## src/rtl/sfa_pkg.sv

```systemverilog
// sfa_pkg: shared constants and FSM encoding for the
// vector-adder operand fetch path.
package sfa_pkg;

  localparam logic [3:0] OP_LOAD = 4'h1;

  localparam int ADDR_W_DEF = 10;
  localparam int FIFO_DEPTH_DEF = 4;

  localparam logic [31:0] RET_OK_DEF = 32'd10;
  localparam logic [31:0] RET_ERR_DEF = 32'hFFFF_FFFF;

  typedef enum logic [3:0] {
    ST_IDLE  = 4'b0001,
    ST_ISSUE = 4'b0010,
    ST_DRAIN = 4'b0100,
    ST_RET   = 4'b1000
  } state_t;

endpackage

```

## src/rtl/sfa_sfifo.sv

```systemverilog
// sfa_sfifo: small synchronous FIFO with occupancy count,
// head word always visible on dout.
module sfa_sfifo #(
  parameter int DEPTH = 4,
  parameter int W = 32
) (
  input  logic                     clk,
  input  logic                     rst,
  input  logic                     push,
  input  logic [W-1:0]             din,
  input  logic                     pop,
  output logic [W-1:0]             dout,
  output logic                     full,
  output logic                     empty,
  output logic [$clog2(DEPTH):0]   count
);

  localparam int AW = $clog2(DEPTH);
  localparam logic [AW:0] CAP = (AW+1)'(DEPTH);

  logic [W-1:0]  mem [DEPTH];
  logic [AW-1:0] wp;
  logic [AW-1:0] rp;
  logic          do_push;
  logic          do_pop;

  assign full    = (count == CAP);
  assign empty   = (count == '0);
  assign do_push = push && !full;
  assign do_pop  = pop && !empty;
  assign dout    = mem[rp];

  always_ff @(posedge clk) begin
    if (rst) begin
      wp    <= '0;
      rp    <= '0;
      count <= '0;
    end else begin
      if (do_push) wp <= wp + 1'b1;
      if (do_pop) rp <= rp + 1'b1;
      unique case ({do_push, do_pop})
        2'b10:   count <= count + 1'b1;
        2'b01:   count <= count - 1'b1;
        default: count <= count;
      endcase
    end
  end

  always_ff @(posedge clk) begin
    if (do_push) mem[wp] <= din;
  end

endmodule

```

## src/rtl/sfa_vfetch.sv

```systemverilog
// sfa_vfetch: reads PR_SIZE words from BRAMs A/B on LOAD and
// streams them lockstep to the vector adder operand inputs.
module sfa_vfetch
  import sfa_pkg::*;
#(
  parameter int          ADDR_W     = ADDR_W_DEF,
  parameter int          FIFO_DEPTH = FIFO_DEPTH_DEF,
  parameter logic [31:0] RET_OK     = RET_OK_DEF,
  parameter logic [31:0] RET_ERR    = RET_ERR_DEF
) (
  input  logic              ACLK,
  input  logic              ARESET,
  input  logic [15:0]       PR_SIZE,
  output logic              sCMD_tready,
  input  logic              sCMD_tvalid,
  input  logic [31:0]       sCMD_tdata,
  input  logic              mRet_tready,
  output logic              mRet_tvalid,
  output logic [31:0]       mRet_tdata,
  output logic              bramA_en,
  output logic [ADDR_W-1:0] bramA_addr,
  input  logic [31:0]       bramA_dout,
  output logic              bramB_en,
  output logic [ADDR_W-1:0] bramB_addr,
  input  logic [31:0]       bramB_dout,
  input  logic              mOut1_tready,
  output logic              mOut1_tvalid,
  output logic [31:0]       mOut1_tdata,
  input  logic              mOut2_tready,
  output logic              mOut2_tvalid,
  output logic [31:0]       mOut2_tdata
);

  localparam int CW = $clog2(FIFO_DEPTH) + 1;
  localparam logic [CW:0] LIMIT = (CW+1)'(FIFO_DEPTH);

  state_t            state;
  logic [15:0]       len;
  logic [15:0]       i;
  logic [ADDR_W-1:0] base;
  logic [31:0]       ret;
  logic              inflight;

  logic [CW-1:0] cnt1;
  logic [CW-1:0] cnt2;
  logic [CW:0]   occ1;
  logic [CW:0]   occ2;
  logic          full1;
  logic          full2;
  logic          empty1;
  logic          empty2;
  logic          pop1;
  logic          pop2;
  logic          issue;
  logic          last;
  logic [3:0]    opcode;
  logic          unused_sig;

  assign opcode = sCMD_tdata[31:28];
  assign unused_sig = ^{sCMD_tdata[27:ADDR_W], full1, full2};

  // In-flight read counts against both FIFOs so neither can overflow.
  assign occ1 = {1'b0, cnt1} + {{CW{1'b0}}, inflight};
  assign occ2 = {1'b0, cnt2} + {{CW{1'b0}}, inflight};

  assign issue = (state == ST_ISSUE) && !ARESET && (i < len)
              && (occ1 < LIMIT) && (occ2 < LIMIT);
  assign last  = (({1'b0, i} + 17'd1) == {1'b0, len});

  assign bramA_en   = issue;
  assign bramB_en   = issue;
  assign bramA_addr = base + ADDR_W'(i);
  assign bramB_addr = base + ADDR_W'(i);

  assign sCMD_tready = (state == ST_IDLE) && !ARESET;
  assign mRet_tvalid = (state == ST_RET) && !ARESET;
  assign mRet_tdata  = ARESET ? '0 : ret;

  assign mOut1_tvalid = !empty1 && !ARESET;
  assign mOut2_tvalid = !empty2 && !ARESET;
  assign pop1 = mOut1_tvalid && mOut1_tready;
  assign pop2 = mOut2_tvalid && mOut2_tready;

  always_ff @(posedge ACLK) begin
    if (ARESET) begin
      state    <= ST_IDLE;
      len      <= '0;
      i        <= '0;
      base     <= '0;
      ret      <= '0;
      inflight <= 1'b0;
    end else begin
      inflight <= issue;
      unique case (state)
        ST_IDLE: begin
          if (sCMD_tvalid) begin
            len  <= PR_SIZE;
            base <= sCMD_tdata[ADDR_W-1:0];
            i    <= '0;
            if (opcode != OP_LOAD) begin
              ret   <= RET_ERR;
              state <= ST_RET;
            end else if (PR_SIZE == 16'd0) begin
              ret   <= RET_OK;
              state <= ST_RET;
            end else begin
              state <= ST_ISSUE;
            end
          end
        end
        ST_ISSUE: begin
          if (issue) begin
            i <= i + 16'd1;
            if (last) state <= ST_DRAIN;
          end
        end
        ST_DRAIN: begin
          if (!inflight && empty1 && empty2) begin
            ret   <= RET_OK;
            state <= ST_RET;
          end
        end
        ST_RET: begin
          if (mRet_tready) state <= ST_IDLE;
        end
        default: state <= ST_IDLE;
      endcase
    end
  end

  sfa_sfifo #(.DEPTH(FIFO_DEPTH), .W(32)) u_fifo1 (
    .clk   (ACLK),
    .rst   (ARESET),
    .push  (inflight),
    .din   (bramA_dout),
    .pop   (pop1),
    .dout  (mOut1_tdata),
    .full  (full1),
    .empty (empty1),
    .count (cnt1)
  );

  sfa_sfifo #(.DEPTH(FIFO_DEPTH), .W(32)) u_fifo2 (
    .clk   (ACLK),
    .rst   (ARESET),
    .push  (inflight),
    .din   (bramB_dout),
    .pop   (pop2),
    .dout  (mOut2_tdata),
    .full  (full2),
    .empty (empty2),
    .count (cnt2)
  );

endmodule

```

## config.mk

```make
export PLATFORM = sky130hd
export DESIGN_NAME = sfa_vfetch
export DESIGN_NICKNAME = d
export VERILOG_FILES = /design/src/rtl/sfa_pkg.sv /design/src/rtl/sfa_sfifo.sv /design/src/rtl/sfa_vfetch.sv
export SDC_FILE = /design/constraint.sdc
export NUM_CORES = 1
export LEC_CHECK = 0
export ABC_CLOCK_PERIOD_IN_PS = 4400
export CAP_MARGIN = 25
export CELL_PAD_IN_SITES_DETAIL_PLACEMENT = 1
export CELL_PAD_IN_SITES_GLOBAL_PLACEMENT = 1
export CORE_MARGIN = 8
export CORE_UTILIZATION = 56
export CTS_CLUSTER_DIAMETER = 40
export DETAILED_ROUTE_END_ITERATION = 7
export DONT_BUFFER_PORTS = 1
export PLACE_DENSITY = 0.86
export REMOVE_ABC_BUFFERS = 1
export SLEW_MARGIN = 0
export SYNTH_ARGS = -nofsm -noshare
export SYNTH_HDL_FRONTEND = slang
export SYNTH_SLANG_ARGS = --single-unit
```

## constraint.sdc

```tcl
create_clock -name ACLK -period 4.4 [get_ports ACLK]
set_input_delay 0.88 -clock ACLK [delete_from_list [all_inputs] [get_ports ACLK]]
set_output_delay 0.88 -clock ACLK [all_outputs]
set_load 0.01 [all_outputs]
```

==> results.ini <==
[run_status]
status = complete, no violations

[grt]
antenna_found_initial = 1
grt_max_degree = 62
busiest_layer = met2
grt_pass1_wl_um = 48700
grt_use_total = 0.218
grt_use_met1 = 0.261
grt_overflow = 0
grt_use_met2 = 0.378
grt_pass1_vias = 7949
use_met3 = 0.0562

[synthesis]
synth_cell_types = 54
syn-cell-area_um2 = 13600
synth_mux_area_frac = 0.108
synth_xor_area_frac = 0.0277
synth_compound_gate_area_share = 0.0494
synth_simple_gate_area_frac = 0.0699
synthesis.instances = 899
synth_edf_count = 256
yosysSeqAreaShare = 0.663
syn-mean-instance-area_um2 = 15.2
synth-main-ff-cell = edfxtp_1
yosysWarnings = 0
async_flop_share = 0
synth_top_family_by_area = multiplexers
ys_ff_latch = 323
synthAdderAreaFrac = 0.0375

[placed_design]
place_hpwl_um = 20200
place_congestion = 0.846
io_buffer_count = 0

[job]
maxCapViolCount = 0

[timing]
post-route-period-util = 0.911
setup_tns_ns = 0
finClkSkew_ns = 0.0247
hold_violations = 0
min_period_ns = 4.01
slew_headroom = 0.354
whs_ns = 0.440
worstMarginPinSlew_ns = 0.967
slew_viol_final = 0
setup_viol = 0
grt_setup_unrepaired = false
fmax_mhz = 250

[detailed_routing]
dr.pass1.iters = 5
wl_per_cell_um = 26.0
vias_per_cell = 6.00
postRouteAntennaNets = 0
drcViolationCount = 0
drtIter0Drc = 526
vias = 7427
drt-total-wl_um = 32200

[power_and_ir_drop]
powerDensity_nw_per_um2 = 459
clkPwrFrac = 0.476
p_int_uw = 5440
leakage_uw = 0.00495
seqPwrFrac = 0.484
sw_frac_of_total = 0.213
p_comb_frac = 0.039
power.switching_uw = 1480
ir_worst_vdd_mv = 0.296

[finish]
layout_common_cells = edfxtp_1 (256), nand2_1 (78), dfxtp_1 (65)
final_common_cell = edfxtp_1
area_delta_synth_final_pct = 10.6
antenna_cells = 0
drive_gt1_frac = 0.170
nets = 1040

[clock_network]
cts_made_buffers = 41
hold_buffers = 0
clockBufferDepth = 3
cts_resized = 0
clk_latency_ns = 0.52
cts_tree = done
htreeDepth = 2
path_clk_slew_ns = 0.05
post_cts.repair.setup_buffers = 0
root_buffer = clkbuf_16
clock-sinks = 323

[floorplanning]
die_h_um = 172
dieWidth_um = 172
core_area_um2 = 24100
initial_core_util = 0.565
die-area_um2 = 29600
pin_count = 240
fp-row-count = 57

[critical_path]
path_cells = ha_1 > a21oi_1 > o21bai_1 > a2111oi_0 > o31ai_1 > a21oi_1 > xnor2_1
start_kind = flip-flop
crit_type = flip-flop to primary output
end_kind = primary output
slowest_stage = a2111oi_0
max_stage_delay_ns = 0.67
arrival_ns = 3.13
cp.required_ns = 3.52
cp_top_family = compound AO/OA/AOI/OAI gates
critPathBufInv = 0
worst_path_most_repeated_cell = a21oi_1
crit_path_max_fanout = 11

[min_path]
hold_class = primary input to flip-flop

## registers in the layout, indices dropped and copies added (netlist names), named ones only
name and flops:
u_fifo1.mem 128, u_fifo2.mem 128, i 16, len 16
base 10, state 4, u_fifo1.count 3, u_fifo2.count 3
ret 2, u_fifo1.rp 2, u_fifo1.wp 2, u_fifo2.rp 2
u_fifo2.wp 2, inflight 1
## power groups by stage
stage,sequential [µW],combinational (µW),clock (µW)
global route,3360,306,3460
CTS,3350,277,3360
floorplan,3410,204,0
global placement,3420,266,0
finish,3350,273,3300
detailed placement,3420,274,0
## synth_stat cells, types with 2 or more instances
master | instances | area share
xor2_1 | 15 | 0.0096
xnor2_1 | 28 | 0.018
a31oi_1 | 10 | 0.0046
inv_1 | 42 | 0.012
nor4_1 | 5 | 0.0023
clkbuf_1 | 16 | 0.0044
dfxtp_1 | 67 | 0.098
or3_1 | 4 | 0.0018
o21ai_0 | 16 | 0.0059
nor3_1 | 8 | 0.0029
nand3b_1 | 2 | 0.0011
buf_2 | 3 | 0.0011
and4_1 | 2 | 0.0013
buf_6 | 2 | 0.0017
nor2b_1 | 8 | 0.0037
nand2_1 | 78 | 0.021
nor4b_1 | 3 | 0.0019
ha_1 | 36 | 0.033
or2_2 | 2 | 0.00092
a21boi_1 | 2 | 0.0011
nand3_1 | 11 | 0.0040
and2_1 | 13 | 0.0060
a21oi_1 | 60 | 0.022
o21ba_2 | 2 | 0.0015
buf_4 | 41 | 0.023
fa_1 | 3 | 0.0044
mux2i_1 | 3 | 0.0022
and3_1 | 6 | 0.0028
buf_1 | 12 | 0.0033
o31ai_1 | 2 | 0.0011
nor2_1 | 44 | 0.012
o21bai_1 | 2 | 0.0011
or4_1 | 2 | 0.0011
a21o_1 | 4 | 0.0022
edfxtp_1 | 256 | 0.56
nand4_1 | 8 | 0.0037
mux4_2 | 64 | 0.11
## kinds of logic after synthesis
logic type	after synthesis
adder cells (fa/ha/maj)	39
XOR/XNOR	43
multiplexers	67
AND/OR/NAND/NOR	200
buffers and inverters	116
flip-flops	323
AO/OA/AOI/OAI	111
## area by class of cell
type,count,area [µm²]
clock buffers,46,1050
multi-input cells,460,3990
well taps,324,405
inverters,42,158
fillers,2232,9040
repair buffers,15,133
clock inverters,27,293
flip-flops and latches,323,9030
## path summary, 6_finish.rpt
check | slack (ns) | from | to | depth (start not counted)
setup reg to reg | 1.50 | len[15]$_SDFFE_PP0P_ | i[10]$_SDFFE_PP0P_ | 9
hold / removal | 0.44 | ARESET | len[12]$_SDFFE_PP0P_ | 1
hold reg to reg | 0.45 | base[3]$_SDFFE_PP0P_ | base[3]$_SDFFE_PP0P_ | 2
setup / recovery | 0.39 | i[2]$_SDFFE_PP0P_ | bramB_addr[9] | 7
## metal layers
| layer | vias to the layer above | share of wire |
|---|---|---|
| li1 | 3305 | - |
| met1 | 3792 | 0.37 |
| met2 | 269 | 0.52 |
| met3 | 61 | 0.080 |
| met4 | 0 | 0.031 |
| met5 | - | 0 |
## stage by stage
stage / util / setup slack, ns / instances / cell area (µm²) / total power [µW]
2_1_floorplan: - / -1.28 / 825 / 13200 / 3610
3_3_place_gp: 0.569 / 0.986 / 1164 / 13700 / 3680
3_5_place_dp: 0.569 / 0.956 / 1164 / 13700 / 3690
4_1_cts: 0.625 / 0.397 / 1237 / 15100 / 6990
5_1_grt: 0.625 / 0.229 / 1237 / 15100 / 7120
6_report: 0.625 / 0.394 / 1237 / 15100 / 6920
(Power assumes the default switching activity.)
